**src/rtl/seven_seg_pkg.sv**
```systemverilog
// ----------------------------------------------------------------------------
// seven_seg_pkg
//
// Shared definitions for the heartbeat display sequencer. It holds the
// sequencer state encoding, the frame constants driven onto the display mux,
// and small helpers that map a state to its frame.
//
// Optional build macro: HEARTBEAT_DOUBLE_EN
//   Defined   -> adds the GAP / BEAT2_IN / BEAT2_OUT states ("lub-dub").
//   Undefined -> those states and their encodings do not exist.
// ----------------------------------------------------------------------------
package seven_seg_pkg;

    typedef enum logic [2:0] {
        IDLE      = 3'd0,
        BEAT_IN   = 3'd1,
        BEAT_OUT  = 3'd2,
        BEAT_BACK = 3'd3,
        REST      = 3'd4
`ifdef HEARTBEAT_DOUBLE_EN
        ,
        GAP       = 3'd5,
        BEAT2_IN  = 3'd6,
        BEAT2_OUT = 3'd7
`endif
    } hb_state_t;

    // an_en selects which digits are lit; line picks the bar side per digit
    // (0 = left bar, 1 = right bar), bit 3 is the leftmost digit.
    localparam logic [3:0] AN_BLANK   = 4'b0000;
    localparam logic [3:0] AN_INNER   = 4'b0110;
    localparam logic [3:0] AN_OUTER   = 4'b1001;
    localparam logic [3:0] LINE_BLANK = 4'b0000;
    localparam logic [3:0] LINE_INNER = 4'b0010;
    localparam logic [3:0] LINE_OUTER = 4'b0001;

    function automatic logic [3:0] frame_an(input hb_state_t s);
        logic [3:0] an;
        an = AN_BLANK;
        case (s)
            BEAT_IN, BEAT_BACK: an = AN_INNER;
            BEAT_OUT:           an = AN_OUTER;
`ifdef HEARTBEAT_DOUBLE_EN
            BEAT2_IN:           an = AN_INNER;
            BEAT2_OUT:          an = AN_OUTER;
`endif
            default:            an = AN_BLANK;
        endcase
        return an;
    endfunction

    function automatic logic [3:0] frame_line(input hb_state_t s);
        logic [3:0] ln;
        ln = LINE_BLANK;
        case (s)
            BEAT_IN, BEAT_BACK: ln = LINE_INNER;
            BEAT_OUT:           ln = LINE_OUTER;
`ifdef HEARTBEAT_DOUBLE_EN
            BEAT2_IN:           ln = LINE_INNER;
            BEAT2_OUT:          ln = LINE_OUTER;
`endif
            default:            ln = LINE_BLANK;
        endcase
        return ln;
    endfunction

    // States whose entry produces the one-cycle beat pulse.
    function automatic logic is_beat_state(input hb_state_t s);
        logic b;
        b = (s == BEAT_OUT);
`ifdef HEARTBEAT_DOUBLE_EN
        b = b || (s == BEAT2_OUT);
`endif
        return b;
    endfunction

endpackage

```
**src/rtl/heartbeat_tick_gen.sv**
```systemverilog
// ----------------------------------------------------------------------------
// heartbeat_tick_gen
//
// Frame-rate prescaler. While enabled it counts 0..P-1 and raises tick for
// the single cycle in which the count sits at P-1, where
// P = max(1, TICK_DIV >> rs_q). rs_q is a private copy of rate_sel that is
// refreshed only while disabled and at every tick, so a rate change never
// stretches or cuts short the frame already in progress.
//
// Ports:
//   clk      in   system clock, rising edge
//   reset    in   synchronous active-low reset
//   enable   in   count when high; count held at 0 when low
//   rate_sel in   [1:0] frame period divider exponent
//   tick     out  one-cycle frame tick
// ----------------------------------------------------------------------------
module heartbeat_tick_gen #(
    parameter int TICK_DIV = 50_000_000,
    parameter int CW       = 26
) (
    input  logic       clk,
    input  logic       reset,
    input  logic       enable,
    input  logic [1:0] rate_sel,
    output logic       tick
);

    localparam logic [CW-1:0] DIV = CW'(TICK_DIV);

    logic [CW-1:0] count;
    logic [CW-1:0] period;
    logic [1:0]    rs_q;

    // Large rate_sel values can shift a small TICK_DIV down to zero; clamp
    // the period to one cycle so a tick still fires every cycle.
    always_comb begin
        period = DIV >> rs_q;
        if (period == '0) begin
            period = CW'(1);
        end
    end

    assign tick = enable && (count == (period - CW'(1)));

    always_ff @(posedge clk) begin
        if (!reset) begin
            count <= '0;
            rs_q  <= 2'd0;
        end else if (!enable) begin
            count <= '0;
            rs_q  <= rate_sel;
        end else if (tick) begin
            count <= '0;
            rs_q  <= rate_sel;
        end else begin
            count <= count + CW'(1);
        end
    end

endmodule

```
**src/rtl/seven_seg_heartbeat_ctrl.sv**
```systemverilog
// ----------------------------------------------------------------------------
// seven_seg_heartbeat_ctrl
//
// Animates the 4-digit heartbeat display: inner bars, outer bars, inner bars,
// then a rest of REST_TICKS blank frames, repeating while run is high. Each
// frame lasts one prescaler tick period. All outputs are registered and are
// loaded from the next state, so they change on the same edge as the state.
//
// Optional build macro: HEARTBEAT_DOUBLE_EN
//   Adds a second beat after a one-frame gap ("lub-dub").
//
// Ports:
//   clk      in   system clock, rising edge
//   reset    in   synchronous active-low reset
//   run      in   level enable; examined in IDLE and at the last REST tick
//   rate_sel in   [1:0] frame period = max(1, TICK_DIV >> rate_sel)
//   line     out  [3:0] per-digit bar side to the display mux
//   an_en    out  [3:0] per-digit enable to the display mux
//   beat     out  one-cycle pulse on entry to an outer-bar beat frame
//   busy     out  high whenever the sequencer is not IDLE
// ----------------------------------------------------------------------------
module seven_seg_heartbeat_ctrl
    import seven_seg_pkg::*;
#(
    parameter int TICK_DIV   = 50_000_000,
    parameter int REST_TICKS = 2,
    parameter int CW         = 26
) (
    input  logic       clk,
    input  logic       reset,
    input  logic       run,
    input  logic [1:0] rate_sel,
    output logic [3:0] line,
    output logic [3:0] an_en,
    output logic       beat,
    output logic       busy
);

    localparam int             RCW       = (REST_TICKS > 1) ? $clog2(REST_TICKS) : 1;
    localparam logic [RCW-1:0] REST_LAST = RCW'(REST_TICKS - 1);

    hb_state_t      state;
    hb_state_t      next_state;
    logic [RCW-1:0] rest_cnt;
    logic           tick;

    heartbeat_tick_gen #(
        .TICK_DIV (TICK_DIV),
        .CW       (CW)
    ) u_tick_gen (
        .clk      (clk),
        .reset    (reset),
        .enable   (state != IDLE),
        .rate_sel (rate_sel),
        .tick     (tick)
    );

    // IDLE leaves immediately on run; every other state advances on a tick.
    always_comb begin
        next_state = state;
        case (state)
            IDLE:      if (run)  next_state = BEAT_IN;
            BEAT_IN:   if (tick) next_state = BEAT_OUT;
            BEAT_OUT:  if (tick) next_state = BEAT_BACK;
`ifdef HEARTBEAT_DOUBLE_EN
            BEAT_BACK: if (tick) next_state = GAP;
            GAP:       if (tick) next_state = BEAT2_IN;
            BEAT2_IN:  if (tick) next_state = BEAT2_OUT;
            BEAT2_OUT: if (tick) next_state = REST;
`else
            BEAT_BACK: if (tick) next_state = REST;
`endif
            REST: begin
                if (tick && (rest_cnt == REST_LAST)) begin
                    next_state = run ? BEAT_IN : IDLE;
                end
            end
            default:   next_state = IDLE;
        endcase
    end

    // State, rest counter and registered outputs. The rest counter sits at 0
    // outside REST, so entry into REST always starts a fresh count.
    always_ff @(posedge clk) begin
        if (!reset) begin
            state    <= IDLE;
            rest_cnt <= '0;
            line     <= LINE_BLANK;
            an_en    <= AN_BLANK;
            beat     <= 1'b0;
            busy     <= 1'b0;
        end else begin
            state <= next_state;
            if (state != REST) begin
                rest_cnt <= '0;
            end else if (tick) begin
                rest_cnt <= rest_cnt + RCW'(1);
            end
            line  <= frame_line(next_state);
            an_en <= frame_an(next_state);
            beat  <= (next_state != state) && is_beat_state(next_state);
            busy  <= (next_state != IDLE);
        end
    end

endmodule

```
**config.mk**
```make
export PLATFORM = sky130hd
export DESIGN_NAME = seven_seg_heartbeat_ctrl
export DESIGN_NICKNAME = d
export VERILOG_FILES = /design/src/rtl/seven_seg_pkg.sv /design/src/rtl/heartbeat_tick_gen.sv /design/src/rtl/seven_seg_heartbeat_ctrl.sv
export SDC_FILE = /design/constraint.sdc
export NUM_CORES = 1
export LEC_CHECK = 0
export CORE_ASPECT_RATIO = 1.5
export CORE_MARGIN = 2
export CORE_UTILIZATION = 60
export DETAILED_ROUTE_END_ITERATION = 12
export GPL_TIMING_DRIVEN = 0
export PLACE_DENSITY = 0.92
export SYNTH_ARGS = -nofsm -noshare
export SYNTH_HDL_FRONTEND = slang
export SYNTH_SLANG_ARGS = --single-unit
export TNS_END_PERCENT = 5
```
**constraint.sdc**
```tcl
create_clock -name clk -period 6.05 [get_ports clk]
set_clock_uncertainty 0.1 [all_clocks]
set_input_delay 1.815 -clock clk [delete_from_list [all_inputs] [get_ports clk]]
set_output_delay 1.815 -clock clk [all_outputs]
set_load 0.05 [all_outputs]
```
==> impl_metrics.py <==
metrics = {
    "layout": {
        "postLayoutCellArea_mm2": 0.00231,
        "layout_common_cells": "36 x nor2_1, 36 x dfxtp_1, 16 x xnor2_1",
        "fin_util": 0.725,
        "num_antenna_cells": 0,
        "syn_to_final_growth_pct": 14.9,
        "fin_nets": 273,
        "fin_cells": 307,
        "drive_gt1_frac": 0.0899,
    },
    "floorplanning": {
        "start_util": 0.631,
        "die_area_mm2": 0.00384,
        "io_pins": 15,
        "design.core.area_mm2": 0.00319,
        "rows": 25,
        "die_y_um": 74.9,
        "die_w_um": 51.3,
    },
    "worst_setup_path": {
        "path_common_cell": "buf_2",
        "path_cells": "buf_2 > clkbuf_1 > nand2_1 > ha_1 > xnor2_1 > or4_1 > or4_1 > buf_2 > nand3b_1 > buf_2 > nor2_1",
        "max_stage_delay_ns": 0.57,
        "crit_fanout": 10,
        "r2r_cells": 11,
        "critPathKind": "flop to flop",
        "cp_data_arrival_time_ns": 3.74,
        "r2r-start": "u_tick_gen.rs_q[0]",
        "setup.worst_path.start_class": "flop",
        "endpoint_kind": "flop",
        "timing.rr.end": "u_tick_gen.count[20]",
        "ff2ff_setup_slack_ns": 2.40,
        "cp.required_ns": 6.13,
        "cpMaxStageDelayCell": "or4_1",
    },
    "sta": {
        "period_minus_slack_ns": 3.65,
        "finalHoldViolations": 0,
        "timing.fmax_mhz": 274,
        "period_share": 0.604,
        "tns_ns": 0,
        "rsz0062_at_grt": "no",
        "slew_viol_final": 0,
        "postLayoutSetupSlackWorst_ns": 2.40,
        "finalSetupViolCount": 0,
    },
    "global_routing": {
        "grt_pass1_vias": 1844,
        "antenna_found_initial": 0,
        "grt_max_degree": 12,
        "grt_pass1_wl_mm": 8.20,
        "grt_overflow_total": 0,
        "track_usage": 0.284,
    },
    "power": {
        "pwr_density_cell_mw_per_mm2": 230,
        "p_seq_frac": 0.457,
        "ir_drop_mv": 0.222,
        "swShare": 0.234,
        "power.internal_uw": 407,
        "leakagePower_uw": 0.000762,
        "switching_power_uw": 124,
        "share_comb_of_total_power": 0.106,
        "p_clk_frac": 0.437,
    },
    "clock_tree": {
        "clkTransAtPathRegs_ns": 0.07,
        "cts_root_buf": "clkbuf_8",
        "clk_latency_ns": 0.29,
        "ctsHoldBuffers": 0,
        "cts_buffers": 5,
        "cts_setup_buffers": 0,
        "cts_sinks": 36,
        "cts_resized": 0,
        "clk_path_buf_depth": 2,
        "cts_max_level": 2,
        "cts_tree": "built",
    },
    "routing": {
        "route.detailed.drc": 0,
        "num_vias": 1848,
        "post_drt_wl_per_cell_um": 15.5,
        "via_per_inst": 6.02,
        "drtPass1Iterations": 5,
        "drt_iter0_markers": 88,
        "drtAntennaViolNets": 0,
        "routed_wl_mm": 4.75,
    },
    "synth": {
        "synth_top_flop_cell": "dfxtp_1",
        "synth_area_mm2": 0.00201,
        "netlist-cell-type-count": 47,
        "synth_seq_area_share": 0.358,
        "synth_edf_count": 0,
        "syn_area_per_cell_um2": 8.18,
        "async_reset_ff_frac": 0,
        "syn_inst": 246,
        "yosys_warnings": 0,
        "ys_ff_latch": 36,
    },
    "run_status": {
        "status": "completed",
    },
    "placed_design": {
        "placed_cell_area_mm2": 0.00219,
        "gp_congestion": 0.903,
        "placedCellCount": 299,
        "place_ws_ns": 2.36,
        "dp.final_hpwl_mm": 3.35,
        "port_buffers": 12,
    },
    "hold_path": {
        "hp-class": "flop to flop",
        "whs_path_depth": 1,
        "worstHoldEndpoint": "u_tick_gen.count[0]",
        "hp-start": "u_tick_gen.count[0]",
    },
    "flow_run": {
        "cap_violations": 0,
    },
}
[layer usage]
layer | track usage | wire length (um) | vias up
met1 | 0.283 | 1820 | 871
met2 | 0.531 | 2550 | 81
met4 | 0.175 | 135 | 0
met3 | 0.0615 | 246 | 19
met5 | 0 | 0 | -
li1 | - | - | 877
[power groups by stage]
stage / Sequential [uW] / Combinational, uW / Clock, uW
final: 243 / 56.5 / 232
after global routing: 243 / 61.0 / 243
after CTS: 243 / 56.2 / 232
after detailed placement: 248 / 55.5 / 0
after global placement: 248 / 54.2 / 0
after floorplan: 252 / 36.2 / 0
[critical path, delay by kind of cell, from the launching register on]
family | cells | cell delay (ns)
XOR/XNOR | 1 | 0.13
AND/OR/NAND/NOR | 5 | 1.61
adder cells (fa/ha/maj) | 1 | 0.32
buffers and inverters | 4 | 1.06
flip-flops | 1 | 0.31
[Yosys cell counts, types with 2 or more instances]
cell	instances	area, um2
xor2_1	14	123
nor2_1	36	135
nand4bb_1	3	33.8
dfxtp_1	36	721
nand2_1	15	56.3
buf_4	6	45.0
nor2b_1	2	12.5
o211ai_1	2	15.0
nor4_1	3	18.8
inv_1	11	41.3
o21ai_0	5	25.0
nand4_1	6	37.5
nor3_1	6	30.0
xnor2_1	16	140
and3_1	5	31.3
a32oi_1	2	17.5
clkbuf_1	9	33.8
and4_1	4	35.0
mux2i_1	2	20.0
and2_1	2	12.5
buf_2	5	25.0
or4_1	3	22.5
o22ai_1	2	12.5
maj3_1	3	30.0
nand2b_1	5	31.3
a21oi_1	5	25.0
or3_1	2	12.5
ha_1	2	25.0
o21bai_1	2	15.0
mux2_2	2	22.5
nand3_1	14	70.1
[cell type report]
class | instances | area, um2
sequential | 36 | 721
fill | 249 | 877
inverter | 11 | 41.3
tap | 40 | 50.0
timing repair buffer | 12 | 120
clock inverter | 1 | 30.0
multi-input combinational | 179 | 1140
buffer | 21 | 115
clock buffer | 7 | 96.3
[cell families after synthesis]
family,share of synthesized area
adder cells (fa/ha/maj),0.0273
XOR/XNOR,0.131
buffers and inverters,0.0777
AO/OA/AOI/OAI,0.0926
AND/OR/NAND/NOR,0.291
multiplexers,0.0211
flip-flops,0.358
other,0.00186
[how the worst max path moves through the flow]
stage / start / to / slack (ns) / depth (start not counted)
after floorplan: u_tick_gen.rs_q[1] / an_en[0] / 2.97 / 10
final: u_tick_gen.rs_q[0] / u_tick_gen.count[20] / 2.40 / 11
after global placement: reset / u_tick_gen.count[21] / 2.41 / 5
after CTS: u_tick_gen.rs_q[0] / u_tick_gen.count[18] / 2.43 / 11
after detailed placement: reset / u_tick_gen.count[18] / 2.36 / 5
after global routing: u_tick_gen.rs_q[0] / u_tick_gen.count[15] / 2.14 / 11
[state kept, by name, summed over array words and instances, names as in the netlist]
name,cells
u_tick_gen.rs_q,2
an_en,2
beat,1
state,3
busy,1
u_tick_gen.count,26
rest_cnt,1
[stage by stage]
| step | hold slack (ns) | power [uW] |
|---|---|---|
| finish | 0.393 | 531 |
| global route | 0.420 | 547 |
| detailed placement | 0.372 | 304 |
| CTS | 0.392 | 531 |
| floorplan | 0.338 | 288 |
| global placement | 0.357 | 302 |
Note: power is estimated with default switching activity, not from simulation.
